===== config.mk =====
export PLATFORM = sky130hd
export DESIGN_NAME = dut_slave
export DESIGN_NICKNAME = d
export VERILOG_FILES = /design/src/rtl/slave_pkg.sv /design/src/rtl/slave_regfile.sv /design/src/rtl/dut_slave.sv
export SDC_FILE = /design/constraint.sdc
export NUM_CORES = 1
export LEC_CHECK = 0
export BUFFER_PORTS_ARGS = -buffer_cell sky130_fd_sc_hd__buf_4
export CAP_MARGIN = 20
export CORE_ASPECT_RATIO = 1.4
export CORE_MARGIN = 1
export CORE_UTILIZATION = 55
export CTS_CLUSTER_SIZE = 10
export DETAILED_ROUTE_END_ITERATION = 6
export PLACE_DENSITY = 0.81
export SLEW_MARGIN = 20
export SYNTH_ARGS = -nofsm -noshare
export SYNTH_HDL_FRONTEND = slang
export SYNTH_SLANG_ARGS = --single-unit

===== constraint.sdc =====
create_clock -name clk -period 3.4 [get_ports clk]
set_input_delay 0.51 -clock clk [delete_from_list [all_inputs] [get_ports clk]]
set_output_delay 0.51 -clock clk [all_outputs]
set_load 0.005 [all_outputs]

===== src/rtl/slave_pkg.sv =====
// Shared definitions for the cmd/adr/data bus slave.
// Holds the command code enum, the FSM state enum, default widths
// and a helper classifying command codes as legal or illegal.
package slave_pkg;

  localparam int unsigned CMD_W      = 4;
  localparam int unsigned DW_DEF     = 4;
  localparam int unsigned AW_DEF     = 4;
  localparam int unsigned DROP_W_DEF = 8;

  typedef enum logic [CMD_W-1:0] {
    CMD_NOP  = 4'd0,
    CMD_WR   = 4'd1,
    CMD_RD   = 4'd2,
    CMD_ADD  = 4'd3,
    CMD_CLR  = 4'd4,
    CMD_FILL = 4'd5
  } cmd_e;

  typedef enum logic {
    ST_IDLE = 1'b0,
    ST_FILL = 1'b1
  } state_e;

  // Codes above FILL have no meaning on this bus.
  function automatic logic cmd_legal(input logic [CMD_W-1:0] code);
    return (code <= 4'(CMD_FILL));
  endfunction

endpackage


===== src/rtl/slave_regfile.sv =====
// Register file: 2**AW words of DW bits, synchronous clear on reset.
// Ports: clk, rst (sync, active-high), we/waddr/wdata write port,
//        raddr -> rdata_c combinational read port.
module slave_regfile #(
  parameter int unsigned DW = 4,
  parameter int unsigned AW = 4
) (
  input  logic          clk,
  input  logic          rst,
  input  logic          we,
  input  logic [AW-1:0] waddr,
  input  logic [DW-1:0] wdata,
  input  logic [AW-1:0] raddr,
  output logic [DW-1:0] rdata_c
);

  localparam int unsigned DEPTH = 2 ** AW;

  logic [DW-1:0] mem [DEPTH];

  // Single write port; reset clears every word.
  always_ff @(posedge clk) begin
    if (rst) begin
      for (int i = 0; i < int'(DEPTH); i++) begin
        mem[i] <= '0;
      end
    end else if (we) begin
      mem[waddr] <= wdata;
    end
  end

  assign rdata_c = mem[raddr];

endmodule


===== src/rtl/dut_slave.sv =====
// Bus slave: executes one sampled command per clock edge against a
// 16x4 register file, with a multi-cycle FILL sequence.
// Ports: clk, rst (sync, active-high); cmd/adr/data command inputs;
//        rdata/rvalid read response; busy (FILL in progress);
//        err (illegal code pulse); ovf (ADD carry pulse);
//        drop_cnt (saturating count of commands dropped while busy).
module dut_slave
  import slave_pkg::*;
#(
  parameter int unsigned DW     = DW_DEF,
  parameter int unsigned AW     = AW_DEF,
  parameter int unsigned DROP_W = DROP_W_DEF
) (
  input  logic              clk,
  input  logic              rst,
  input  logic [CMD_W-1:0]  cmd,
  input  logic [AW-1:0]     adr,
  input  logic [DW-1:0]     data,
  output logic [DW-1:0]     rdata,
  output logic              rvalid,
  output logic              busy,
  output logic              err,
  output logic              ovf,
  output logic [DROP_W-1:0] drop_cnt
);

  state_e        state;
  logic [AW-1:0] fill_ptr;
  logic [DW-1:0] fill_data;

  logic          we_c;
  logic [AW-1:0] waddr_c;
  logic [DW-1:0] wdata_c;
  logic [DW-1:0] rd_word_c;
  logic [DW:0]   sum_c;

  slave_regfile #(.DW(DW), .AW(AW)) u_regfile (
    .clk     (clk),
    .rst     (rst),
    .we      (we_c),
    .waddr   (waddr_c),
    .wdata   (wdata_c),
    .raddr   (adr),
    .rdata_c (rd_word_c)
  );

  // Extra top bit captures the ADD carry-out.
  assign sum_c = {1'b0, rd_word_c} + {1'b0, data};

  // Write mux: command path in IDLE, fill path while filling.
  always_comb begin
    we_c    = 1'b0;
    waddr_c = adr;
    wdata_c = data;
    if (state == ST_IDLE) begin
      case (cmd_e'(cmd))
        CMD_WR:   we_c = 1'b1;
        CMD_FILL: we_c = 1'b1;
        CMD_ADD: begin
          we_c    = 1'b1;
          wdata_c = sum_c[DW-1:0];
        end
        CMD_CLR: begin
          we_c    = 1'b1;
          wdata_c = '0;
        end
        default: we_c = 1'b0;
      endcase
    end else begin
      we_c    = 1'b1;
      waddr_c = fill_ptr;
      wdata_c = fill_data;
    end
  end

  // FSM, fill bookkeeping, pulse outputs and drop counter.
  always_ff @(posedge clk) begin
    if (rst) begin
      state     <= ST_IDLE;
      fill_ptr  <= '0;
      fill_data <= '0;
      rdata     <= '0;
      rvalid    <= 1'b0;
      err       <= 1'b0;
      ovf       <= 1'b0;
      drop_cnt  <= '0;
    end else begin
      rvalid <= 1'b0;
      err    <= 1'b0;
      ovf    <= 1'b0;
      case (state)
        ST_IDLE: begin
          case (cmd_e'(cmd))
            CMD_RD: begin
              rdata  <= rd_word_c;
              rvalid <= 1'b1;
            end
            CMD_ADD: ovf <= sum_c[DW];
            CMD_FILL: begin
              fill_data <= data;
              // Starting at the last word is a single write; no sequence.
              if (adr != {AW{1'b1}}) begin
                state    <= ST_FILL;
                fill_ptr <= adr + AW'(1);
              end
            end
            default: err <= ~cmd_legal(cmd);
          endcase
        end
        ST_FILL: begin
          fill_ptr <= fill_ptr + AW'(1);
          if (fill_ptr == {AW{1'b1}}) begin
            state <= ST_IDLE;
          end
          if (cmd != 4'(CMD_NOP) && drop_cnt != {DROP_W{1'b1}}) begin
            drop_cnt <= drop_cnt + DROP_W'(1);
          end
        end
        default: state <= ST_IDLE;
      endcase
    end
  end

  assign busy = (state == ST_FILL);

endmodule


# Yosys cells after proc, flatten, opt, wreduce, memory -nomap -nowiden
# Memories as Yosys holds them, arrays and structs flattened.
# Cells that the tools add are included.
# totals
reg_bits,24
latchBits,0
ramBits,64
rom_bits,0
inputBits,14
word_cells,59
n_memories,1
# op_classes
addsub,4
n_mul,0
div_mod_pow,0
n_lt_le_gt_ge,1
eq_ne,10
n_shift,0
n_mux,21
bitwise_logic,3
reduce_logical,11
# memory_table
memory,depth,width,rd,rd_clocked_by_memory_dff,write_ports,line,rtl
u_regfile.mem,16,4,1,0,16,slave_regfile.sv:19,logic [DW-1:0] mem [DEPTH];
# op_table
cell,count
two-way mux 4 bit,6
case mux 4 bit (2 select lines),2
two-way mux 1 bit,12
"adder 4 x 1 -> 4 bit, second input constant",2
"adder 8 x 1 -> 8 bit, second input constant",1
"equality test 4 x 2 -> 1 bit, second input constant",2
"equality test 4 x 3 -> 1 bit, second input constant",2
"inequality test 8 bit, second input constant",1
AND reduction 2 bit,4
OR reduction 4 bit,2
adder 4 x 4 -> 5 bit,1
OR reduction 5 bit,1
"equality test 4 x 1 -> 1 bit, second input constant",1
"equality test 4 bit, second input constant",1
"less-or-equal comparator 4 x 3 -> 1 bit, second input constant",1
"inequality test 2 x 1 -> 1 bit, second input constant",2
"inequality test 4 bit, second input constant",1
nonzero test 4 bit,1
inverter 1 bit,3
OR reduction 3 bit,1
case mux 1 bit (2 select lines),1
OR reduction 2 bit,1
logical AND 1 bit,1

# Logic depth before layout (Yosys ltp)
# Gate-level depths: netlist of the first run.
# depth
depth_word,9
ltp_mapped,12
mapped_depth_nobuf,10

# By module
# A second synthesis of the first run with hierarchy kept.
# hier_totals
cells_unflattened,364
area_unflattened_um2,4510.6
# modules_own_cells
mod,n_inst,cells_per_inst,area_per_inst_um2
slave_regfile,1,212,3130.5
dut_slave,1,152,1380.1

# Least setup slack after synthesis of the first run
# OpenSTA, ideal clock, no wires.
# synth_timing
path_kind,input to register
start,input adr[0]
end,"memory u_regfile.mem[11][3], data pin"
setup_ns,0.273
t_arrival_ns,3.199
required_ns,3.127
setup_slack_ns,-0.072
path_stages,11
path_cell_list,buf_2 -> buf_2 -> mux4_2 -> mux2_2 -> mux2_2 -> ha_1 -> a21o_1 -> a21oi_1 -> mux2i_1 -> buf_2 -> a211oi_1
# synth_rtl
element,line,rtl
from (decl),dut_slave.sv:17,"input logic [AW-1:0] adr,"
to (decl),slave_regfile.sv:19,

==> metrics, run 1 <==
Setup Fix Bufs, Post-CTS 0; IO Count 30; Syn Nets 416; most common cell in the netlist edfxtp_1; Yosys top cell area share 41.10%; Hold Path Class input pin to flop; largest net degree at the start of global routing 45; Final ANT Viol Nets 0; area leader, netlist edfxtp_1; Rows 39; CP most frequent cell mux2_2; Diodes inserted 0; crit path max fanout 16; Slew Limit Fails 0; drt wl/cell 21.39 um; Syn Area/Cell 11.93 um2; GPL Wtd Cong 0.8277; Final Cycle Share 91.24%; CP Cell Sequence buf_4 > mux4_2 > mux2_2 > mux2_2 > ha_1 > inv_1 > fa_1 > nor2_1 > a211oi_4 > nor3_1; Post-synth EDFFs 64; Chip Width 79.93 um; first-pass GRT wire length 17,540 um; most used flip-flop cell after synthesis edfxtp_1; Filler cells 611; drc violations 0; core area 0.008198 mm2; CTS tree done; Post-Synthesis Cells 392; fraction of registers with async set or reset after synthesis 0%; Pwr Density 477.9 mW/mm2; Max Cap Viol 0; CP max-delay cell a211oi_4; share of cells above drive strength 1 21.07%; RSZ-0062 raised after global routing false; Vias 3,448; Syn. warnings 0; CP max stage delay 0.67 ns; endpoints failing hold 0; Worst slew margin 38.69%; Iteration-0 DRC Markers 244; Seq cells post-synth 88; VDD IR-drop max 0.0002736 V; synthesized area 0.004676 mm2; final setup fails 0; Nets 432; initial core utilization 57.04%; Die Footprint 0.008879 mm2; Area growth syn-to-layout 12.74%; min cycle time layout 3.102 ns; Clock Skews 0.006039 ns; Critical Path End Type flop; post_cts resized 0; TritonCTS buffer count 9; TritonRoute pass-1 iters 5; final setup TNS 0 ns; Max Fclk 322.4 MHz; post-synth cell types 56; sequential area share after synthesis 51.38%; WP data required 3.46 ns; # H-tree levels 3; Synth top cells by count 64 x edfxtp_1, 53 x nor3_1, 24 x dfxtp_1, 18 x nand2b_1, 17 x nor2_1; GR Overflow Total 0; Post-Route WL 11,020 um; Synth area leaders edfxtp_1 41%, dfxtp_1 10%, mux4_2 7.7%, nor3_1 5.7%, mux2_2 2.6%; initial antenna violation count 0; kind of critical path input pin to flop; CP Launch Type input pin; # port buffers 29; Worst-path clk slew 0.06 ns; worst-margin pin slew 0.9197 ns; hold buffer count at CTS 0; number of global-route vias before repair 3,401; total track usage 26.70%; post-layout util 64.30%; Die H 111.1 um; status complete, no violations; Post-DP HPWL 7302 um; Pleak 0.001875 uW; via/cell ratio 6.695; clock root cell clkbuf_16; clock sink total 88; critical path arrival 3.16 ns; clock latency at the later pin of the worst-skew pair 0.34 ns; Max Root-Sink Buffers 2
per-layer routing:
| layer | routed length (um) | vias up | share of wire (%) | track usage [%] |
|---|---|---|---|---|
| li1 | - | 1549 | - | - |
| met1 | 3999 | 1699 | 36 | 31.04 |
| met2 | 5913 | 166 | 54 | 45.19 |
| met3 | 707 | 34 | 6.4 | 5.432 |
| met4 | 397 | 0 | 3.6 | 14.52 |
| met5 | 0 | - | 0 | 0 |
power by group:
| group | internal [uW] | switching, uW | leakage, uW |
|---|---|---|---|
| Clock | 643 | 391 | 0.000147 |
| Combinational | 117 | 169 | 0.000873 |
| Sequential | 1180 | 14.8 | 0.000856 |
worst max-delay path, delay by kind of cell:
family          cells  cell delay, ns
mux                 3            1.08
compound gates      1            0.67
fa+ha+maj           2            0.37
buf+inv             2            0.31
simple gates        2            0.20
cell usage in the layout, fill, tap and decap left out, types with 2 or more instances in the layout:
cell | netlist | routed
o31ai_1 | 3 | 3
nor4_1 | 2 | 2
mux2i_1 | 10 | 9
dfxtp_1 | 24 | 24
buf_12 | 0 | 2
clkbuf_1 | 11 | 3
xnor2_1 | 2 | 2
o211ai_1 | 16 | 16
nand3b_1 | 3 | 3
buf_4 | 1 | 37
nor2b_1 | 12 | 12
a21oi_2 | 2 | 2
nand3_1 | 7 | 7
ha_1 | 9 | 9
nor2_1 | 17 | 17
mux4_2 | 16 | 16
or4_1 | 3 | 3
edfxtp_1 | 64 | 64
nand4_1 | 2 | 2
nor3b_1 | 2 | 2
and2_1 | 2 | 2
clkbuf_16 | 0 | 9
nand2b_1 | 18 | 18
or3_1 | 3 | 3
a211oi_1 | 16 | 16
inv_1 | 7 | 7
bufinv_16 | 0 | 2
mux2_2 | 11 | 11
nor3_1 | 53 | 53
o22ai_1 | 3 | 3
nand2_1 | 6 | 6
o21ai_0 | 6 | 6
a21oi_1 | 12 | 12
a21o_1 | 3 | 3
a221oi_4 | 2 | 2
and3_1 | 2 | 2
layout make-up:
| type | instances | area (um2) | area share (%) |
|---|---|---|---|
| flip-flops and latches | 88 | 2402 | 45.57 |
| multi-input cells | 263 | 2088 | 39.62 |
| repair buffers | 39 | 317.8 | 6.029 |
| clock buffers | 12 | 236.5 | 4.486 |
| well taps | 102 | 127.6 | 2.421 |
| clock inverters | 4 | 72.57 | 1.377 |
| inverters | 7 | 26.28 | 0.4985 |
stage by stage:
stage,cell area (um2),setup WS (ns),power [uW],hold slack (ns),std cells
global placement,4962,0.1370,1489,0.4757,499
CTS,5271,0.3052,2520,0.4463,515
detailed placement,4962,0.007098,1499,0.4857,499
global route,5271,0.1184,2585,0.4723,515
floorplan,4684,0.03393,1415,0.4611,392
finish,5271,0.2980,2519,0.4506,515
registers in the layout, summed over array words and instances (netlist names):
register	count
fill_data	4
fill_ptr	4
err	1
drop_cnt	8
ovf	1
rvalid	1
rdata	4
busy	1
u_regfile.mem	64
logic make-up after synthesis:
logic type                 synth area share, %
xor gates and xnor gates                0.5621
muxes                                    12.50
DFF                                      51.38
and+or+nand+nor                          16.03
adders and majority gates                2.837
buffers and inverters                    4.041
AOI/OAI and AO/OA                        12.66
worst paths after layout:
path / startpoint / to / slack (ns) / cells past startpoint
min reg2reg: rdata[0] / rdata[0] / 0.50 / 2
max: adr[1] / u_regfile.mem[8][1] / 0.30 / 10
min: data[3] / fill_data[3] / 0.45 / 3
max reg2reg: u_regfile.mem[7][0] / u_regfile.mem[8][1] / 0.34 / 9
(Power assumes the default switching activity.)
==> run 2, diff against run 1 <==
--- a/config.mk
+++ b/config.mk
@@ -13,6 +13,7 @@
 export CTS_CLUSTER_SIZE = 10
 export DETAILED_ROUTE_END_ITERATION = 6
 export PLACE_DENSITY = 0.81
+export REMOVE_ABC_BUFFERS = 1
 export SLEW_MARGIN = 20
 export SYNTH_ARGS = -nofsm -noshare
 export SYNTH_HDL_FRONTEND = slang
==> metrics, run 2 (synthesis results as in run 1) <==
Final ANT Viol Nets 0 (unchanged); first-pass GRT wire length 17,470 um (-0.39%); global route hottest layer met2; Worst slew margin 43.03% (+4.3 points); Clock Skews 0.007971 ns (+0.001932 ns); GRT met2 Usage 43.48% (-1.7 points); CTS tree done; endpoints failing hold 0 (unchanged); r2r setup slk 0.34 ns (about the same); placed instance area 0.004961 mm2 (about the same); pre-CTS setup slack -0.01024 ns (-0.01733 ns); commonest non-fill, non-tap cells in the layout 64 x edfxtp_1, 53 x nor3_1, 40 x buf_4, 24 x dfxtp_1, 18 x nand2b_1; total track usage 26.29% (-0.40 points); # port buffers 29 (unchanged); Nets 434 (+0.46%); Setup Fix Bufs, Post-CTS 0 (unchanged); Placed Instances 501 (+0.40%); # H-tree levels 3 (unchanged); Filler cells 627 (+2.6%); crit path max fanout 16 (unchanged); kind of critical path input pin to flop; hold buffer count at CTS 0 (unchanged); number of global-route vias before repair 3,511 (+3.2%); clock latency at the later pin of the worst-skew pair 0.34 ns (about the same); clock sink total 88 (unchanged); initial antenna violation count 0 (unchanged); RSZ-0062 raised after global routing false; Max Cap Viol 0 (unchanged); Die Footprint 0.008879 mm2 (unchanged); initial core utilization 57.04% (unchanged); Max Fclk 324.2 MHz (+0.56%); CP Launch Type input pin; clock root cell clkbuf_16; Final Total Pwr 2415 uW (-4.1%); GR Overflow Total 0 (unchanged); Largest delay share family, worst path multiplexers; TritonCTS buffer count 9 (unchanged); area of the multi-input gates 0.002085 mm2 (-0.18%); post-layout util 64.03% (-0.27 points); final setup fails 0 (unchanged); status complete, no violations; Final Cycle Share 90.73% (-0.51 points); Rows 39 (unchanged); drt wl/cell 20.19 um (-5.6%); Slew Limit Fails 0 (unchanged); Final WS setup 0.3153 ns (+0.01729 ns); Register Area 0.002402 mm2 (unchanged); Vias 3,377 (-2.1%); Crit path buffers/inverters 3 (+1); Diodes inserted 0 (unchanged); core area 0.008198 mm2 (unchanged); share of cells above drive strength 1 21.45% (+0.38 points); met3 Usage GRT 4.938% (-0.49 points); largest net degree at the start of global routing 45 (unchanged); post_cts resized 0 (unchanged); worst-margin pin slew 0.8545 ns (-0.06518 ns); Pleak 0.001874 uW (about the same); Pwr Density 460.1 mW/mm2 (-3.7%); most common cell after layout, fill and taps aside edfxtp_1; Worst-path clk slew 0.06 ns (about the same); CP Cell Sequence buf_4 > buf_4 > mux4_2 > mux2_2 > mux2_2 > ha_1 > a21oi_1 > mux2i_1 > buf_4 > a211oi_1; Post-DP HPWL 7531 um (+3.1%); CP max-delay cell mux4_2; fin area 0.005249 mm2 (-0.43%); Hold Path Class input pin to flop; critical path arrival 3.13 ns (-0.03 ns); max FFs per register 64 (unchanged); Die H 111.1 um (unchanged); Most flops, register u_regfile.mem; Iteration-0 DRC Markers 450 (+84%); WP data required 3.45 ns (about the same); CP max stage delay 0.53 ns (-0.14 ns); Finished Layout Cells 517 (+0.39%); drc violations 0 (unchanged); largest registers u_regfile.mem: 64 flops, drop_cnt: 8 flops; TritonRoute pass-1 iters 4 (-1); CP most frequent cell buf_4; GPL Wtd Cong 0.8631 (+4.3%); Max Root-Sink Buffers 2 (unchanged); Area growth syn-to-layout 12.26%; min cycle time layout 3.085 ns (-0.01729 ns); Post-Route WL 10,440 um (-5.3%); VDD IR-drop max 0.0003113 V (+14%); Chip Width 79.93 um (unchanged); Critical Path End Type flop; via/cell ratio 6.532 (-2.4%); IO Count 30 (unchanged); met1 Use GR 31.61% (+0.57 points)
-- run 2: cell type report --
cell class	instances	share of cell area, %
Multi-Input combinational cell	263	39.71
Inverter	7	0.5006
Clock inverter	4	0.5721
Clock buffer	12	4.911
Tap cell	102	2.431
Timing Repair Buffer	41	6.103
Sequential cell	88	45.77
-- run 2: final timing paths --
kind,end,start,cells after the start
worst max-delay path,u_regfile.mem[8][3],adr[1],10
worst min-delay path,fill_data[3],data[3],3
worst max register to register,u_regfile.mem[10][1],u_regfile.mem[10][0],9
worst min register to register,fill_data[1],fill_data[1],2
-- run 2: through the flow --
step,TNS (ns),hold slack (ns)
global placement,0,0.4756
CTS,0,0.4500
global route,0,0.4748
floorplan,0,0.4611
detailed placement,-0.02528,0.4916
finish,0,0.4555
-- run 2: power breakdown --
| group | switching [uW] | total (uW) | internal, uW |
|---|---|---|---|
| logic | 165 | 281 | 117 |
| clock network | 394 | 935 | 541 |
| registers | 15.1 | 1200 | 1180 |
-- run 2: worst register-to-register path, delay by kind of cell (launching register included) --
kind | cells | cell delay, ns
adder cells (fa/ha/maj) | 2 | 0.35
AND/OR/NAND/NOR | 2 | 0.20
multiplexers | 3 | 1.07
buffers and inverters | 1 | 0.07
flip-flops | 1 | 0.39
AO/OA/AOI/OAI | 1 | 0.69
-- run 2: routing by layer --
| metal | part of all wire [%] | up-vias |
|---|---|---|
| li1 | - | 1556 |
| met1 | 38 | 1636 |
| met2 | 52 | 150 |
| met3 | 6.0 | 35 |
| met4 | 3.8 | 0 |
| met5 | 0 | - |
==> run 3, diff against run 2 <==
--- a/config.mk
+++ b/config.mk
@@ -7,13 +7,12 @@
 export LEC_CHECK = 0
 export BUFFER_PORTS_ARGS = -buffer_cell sky130_fd_sc_hd__buf_4
 export CAP_MARGIN = 20
-export CORE_ASPECT_RATIO = 1.4
 export CORE_MARGIN = 1
 export CORE_UTILIZATION = 55
+export CTS_CLUSTER_DIAMETER = 50
 export CTS_CLUSTER_SIZE = 10
 export DETAILED_ROUTE_END_ITERATION = 6
 export PLACE_DENSITY = 0.81
-export REMOVE_ABC_BUFFERS = 1
 export SLEW_MARGIN = 20
 export SYNTH_ARGS = -nofsm -noshare
 export SYNTH_HDL_FRONTEND = slang
==> metrics, run 3 (synthesis results as in run 1) <==
Most flops, register u_regfile.mem; number of global-route vias before repair 3,296 (-6.1%); via/cell ratio 6.584 (+0.79%); RR Endpoint u_regfile.mem[1][1]; Hold Path Class input pin to flop; final setup fails 0 (unchanged); clock sink total 88 (unchanged); kind of critical path input pin to flop; total track usage 26.27% (-0.027 points); TritonRoute pass-1 iters 4 (unchanged); largest net degree at the start of global routing 45 (unchanged); core area 0.008217 mm2 (+0.23%); Nets 433 (-0.23%); Final ANT Viol Nets 0 (unchanged); RSZ-0062 raised after global routing false; hold path depth 3 (unchanged); max FFs per register 64 (unchanged); Iteration-0 DRC Markers 252 (-44%); Post-DP HPWL 7675 um (+1.9%); GPL Wtd Cong 0.8324 (-3.6%); Clock Skews 0.01272 ns (+0.004747 ns); clock root cell clkbuf_8; WP data required 3.50 ns (+0.05 ns); hold buffer count at CTS 0 (unchanged); Setup crit start adr[1]; first-pass GRT wire length 17,160 um (-1.8%); VDD IR-drop max 0.0002151 V (-31%); min cycle time layout 3.013 ns (-0.07139 ns); crit path max fanout 16 (unchanged); drt wl/cell 21.12 um (+4.6%); area of the multi-input gates 0.002091 mm2 (+0.30%); status complete, no violations; Chip Width 94.20 um (+18%); Worst Reg-to-Reg Cells 9 (unchanged); IO Count 30 (unchanged); r2r setup slk 0.43 ns (+0.09 ns); Pwr Density 427.8 mW/mm2 (-7.0%); Diodes inserted 0 (unchanged); most common cell after layout, fill and taps aside edfxtp_1; Rows 33 (-15%); CP Launch Type input pin; Setup Fix Bufs, Post-CTS 0 (unchanged); share of cells above drive strength 1 21.98% (+0.53 points); Max Root-Sink Buffers 2 (unchanged); min-delay src data[3]; clock latency at the later pin of the worst-skew pair 0.37 ns (+0.03 ns); Register Area 0.002402 mm2 (unchanged); Vias 3,417 (+1.2%); Critical Path End Type flop; Post-Route WL 10,960 um (+5.0%); Worst-path clk slew 0.10 ns (+0.04 ns); Worst R2R Start u_regfile.mem[6][0]; Area growth syn-to-layout 10.60%; critical path arrival 3.11 ns (-0.02 ns); Worst slew margin 50.22% (+7.2 points); largest registers u_regfile.mem: 64 flops, drop_cnt: 8 flops; commonest non-fill, non-tap cells in the layout 64 x edfxtp_1, 53 x nor3_1, 38 x buf_4, 24 x dfxtp_1, 18 x nand2b_1; Final WS setup 0.3867 ns (+0.07139 ns); endpoints failing hold 0 (unchanged); TritonCTS buffer count 9 (unchanged); # H-tree levels 3 (unchanged); Die H 94.20 um (-15%); worst-margin pin slew 0.7452 ns (-0.1093 ns); Max Cap Viol 0 (unchanged); Final Cycle Share 88.63% (-2.1 points); Filler cells 624 (-0.48%); Pleak 0.001823 uW (-2.7%); drc violations 0 (unchanged); CTS tree done; GR Overflow Total 0 (unchanged); initial antenna violation count 0 (unchanged); Slew Limit Fails 0 (unchanged); pre-CTS setup slack 0.02474 ns (+0.03498 ns); final setup TNS 0 ns (unchanged); Max Fclk 331.9 MHz (+2.4%); post_cts resized 0 (unchanged); Worst Hold Endpoint fill_data[3]; initial core utilization 56.91% (-0.13 points); # port buffers 29 (unchanged); Die Footprint 0.008874 mm2 (about the same)
## run 3: critical path, cell delays in order
cell and delay (ns):
buf_4 0.23, mux4_2 0.53, mux2i_1 0.31, nand2_1 0.11, o21a_1 0.13, ha_1 0.28, a21o_1 0.18, a21oi_1 0.22
mux2i_2 0.32, buf_12 0.19, a211oi_1 0.10
## run 3: power by group
| part | switching, uW | internal [uW] | total [uW] |
|---|---|---|---|
| Sequential | 14.1 | 1180 | 1200 |
| Clock | 390 | 339 | 729 |
| Combinational | 169 | 118 | 287 |
| Total | 573 | 1640 | 2210 |
## run 3: worst max path at each step
| stage | to | slack (ns) | depth (start not counted) |
|---|---|---|---|
| global route | u_regfile.mem[11][1] | 0.27 | 9 |
| detailed placement | u_regfile.mem[3][3] | 0.02 | 11 |
| global placement | u_regfile.mem[1][1] | 0.14 | 10 |
| floorplan | u_regfile.mem[11][3] | 0.03 | 11 |
| CTS | u_regfile.mem[1][1] | 0.40 | 9 |
| finish | u_regfile.mem[3][3] | 0.39 | 11 |
## run 3: area by class of cell
type	count	share of cell area [%]
multi-input cells	263	40.43
inverters	7	0.5081
clock buffers	9	2.395
repair buffers	40	6.291
well taps	105	2.541
clock inverters	7	1.379
flip-flops and latches	88	46.46
## run 3: routing by layer
| layer | up-vias | routed length [um] | share of wire (%) | global-route usage (%) |
|---|---|---|---|---|
| met3 | 35 | 602 | 5.5 | 5.340 |
| met4 | 0 | 414 | 3.8 | 12.31 |
| met2 | 146 | 5645 | 52 | 43.96 |
| met1 | 1685 | 4296 | 39 | 32.38 |
| met5 | - | 0 | 0 | 0 |
| li1 | 1551 | - | - | - |
## run 3: per-stage QoR
step | utilization [%] | power (uW) | hold WS [ns] | cells | cell area [um2]
final | 62.94 | 2212 | 0.4215 | 519 | 5171
after global routing | 62.94 | 2290 | 0.4200 | 519 | 5171
after CTS | 62.91 | 2210 | 0.4118 | 519 | 5169
after detailed placement | 60.53 | 1505 | 0.4891 | 503 | 4974
after global placement | 60.53 | 1491 | 0.4737 | 503 | 4974
after floorplan | - | 1415 | 0.4611 | 392 | 4684
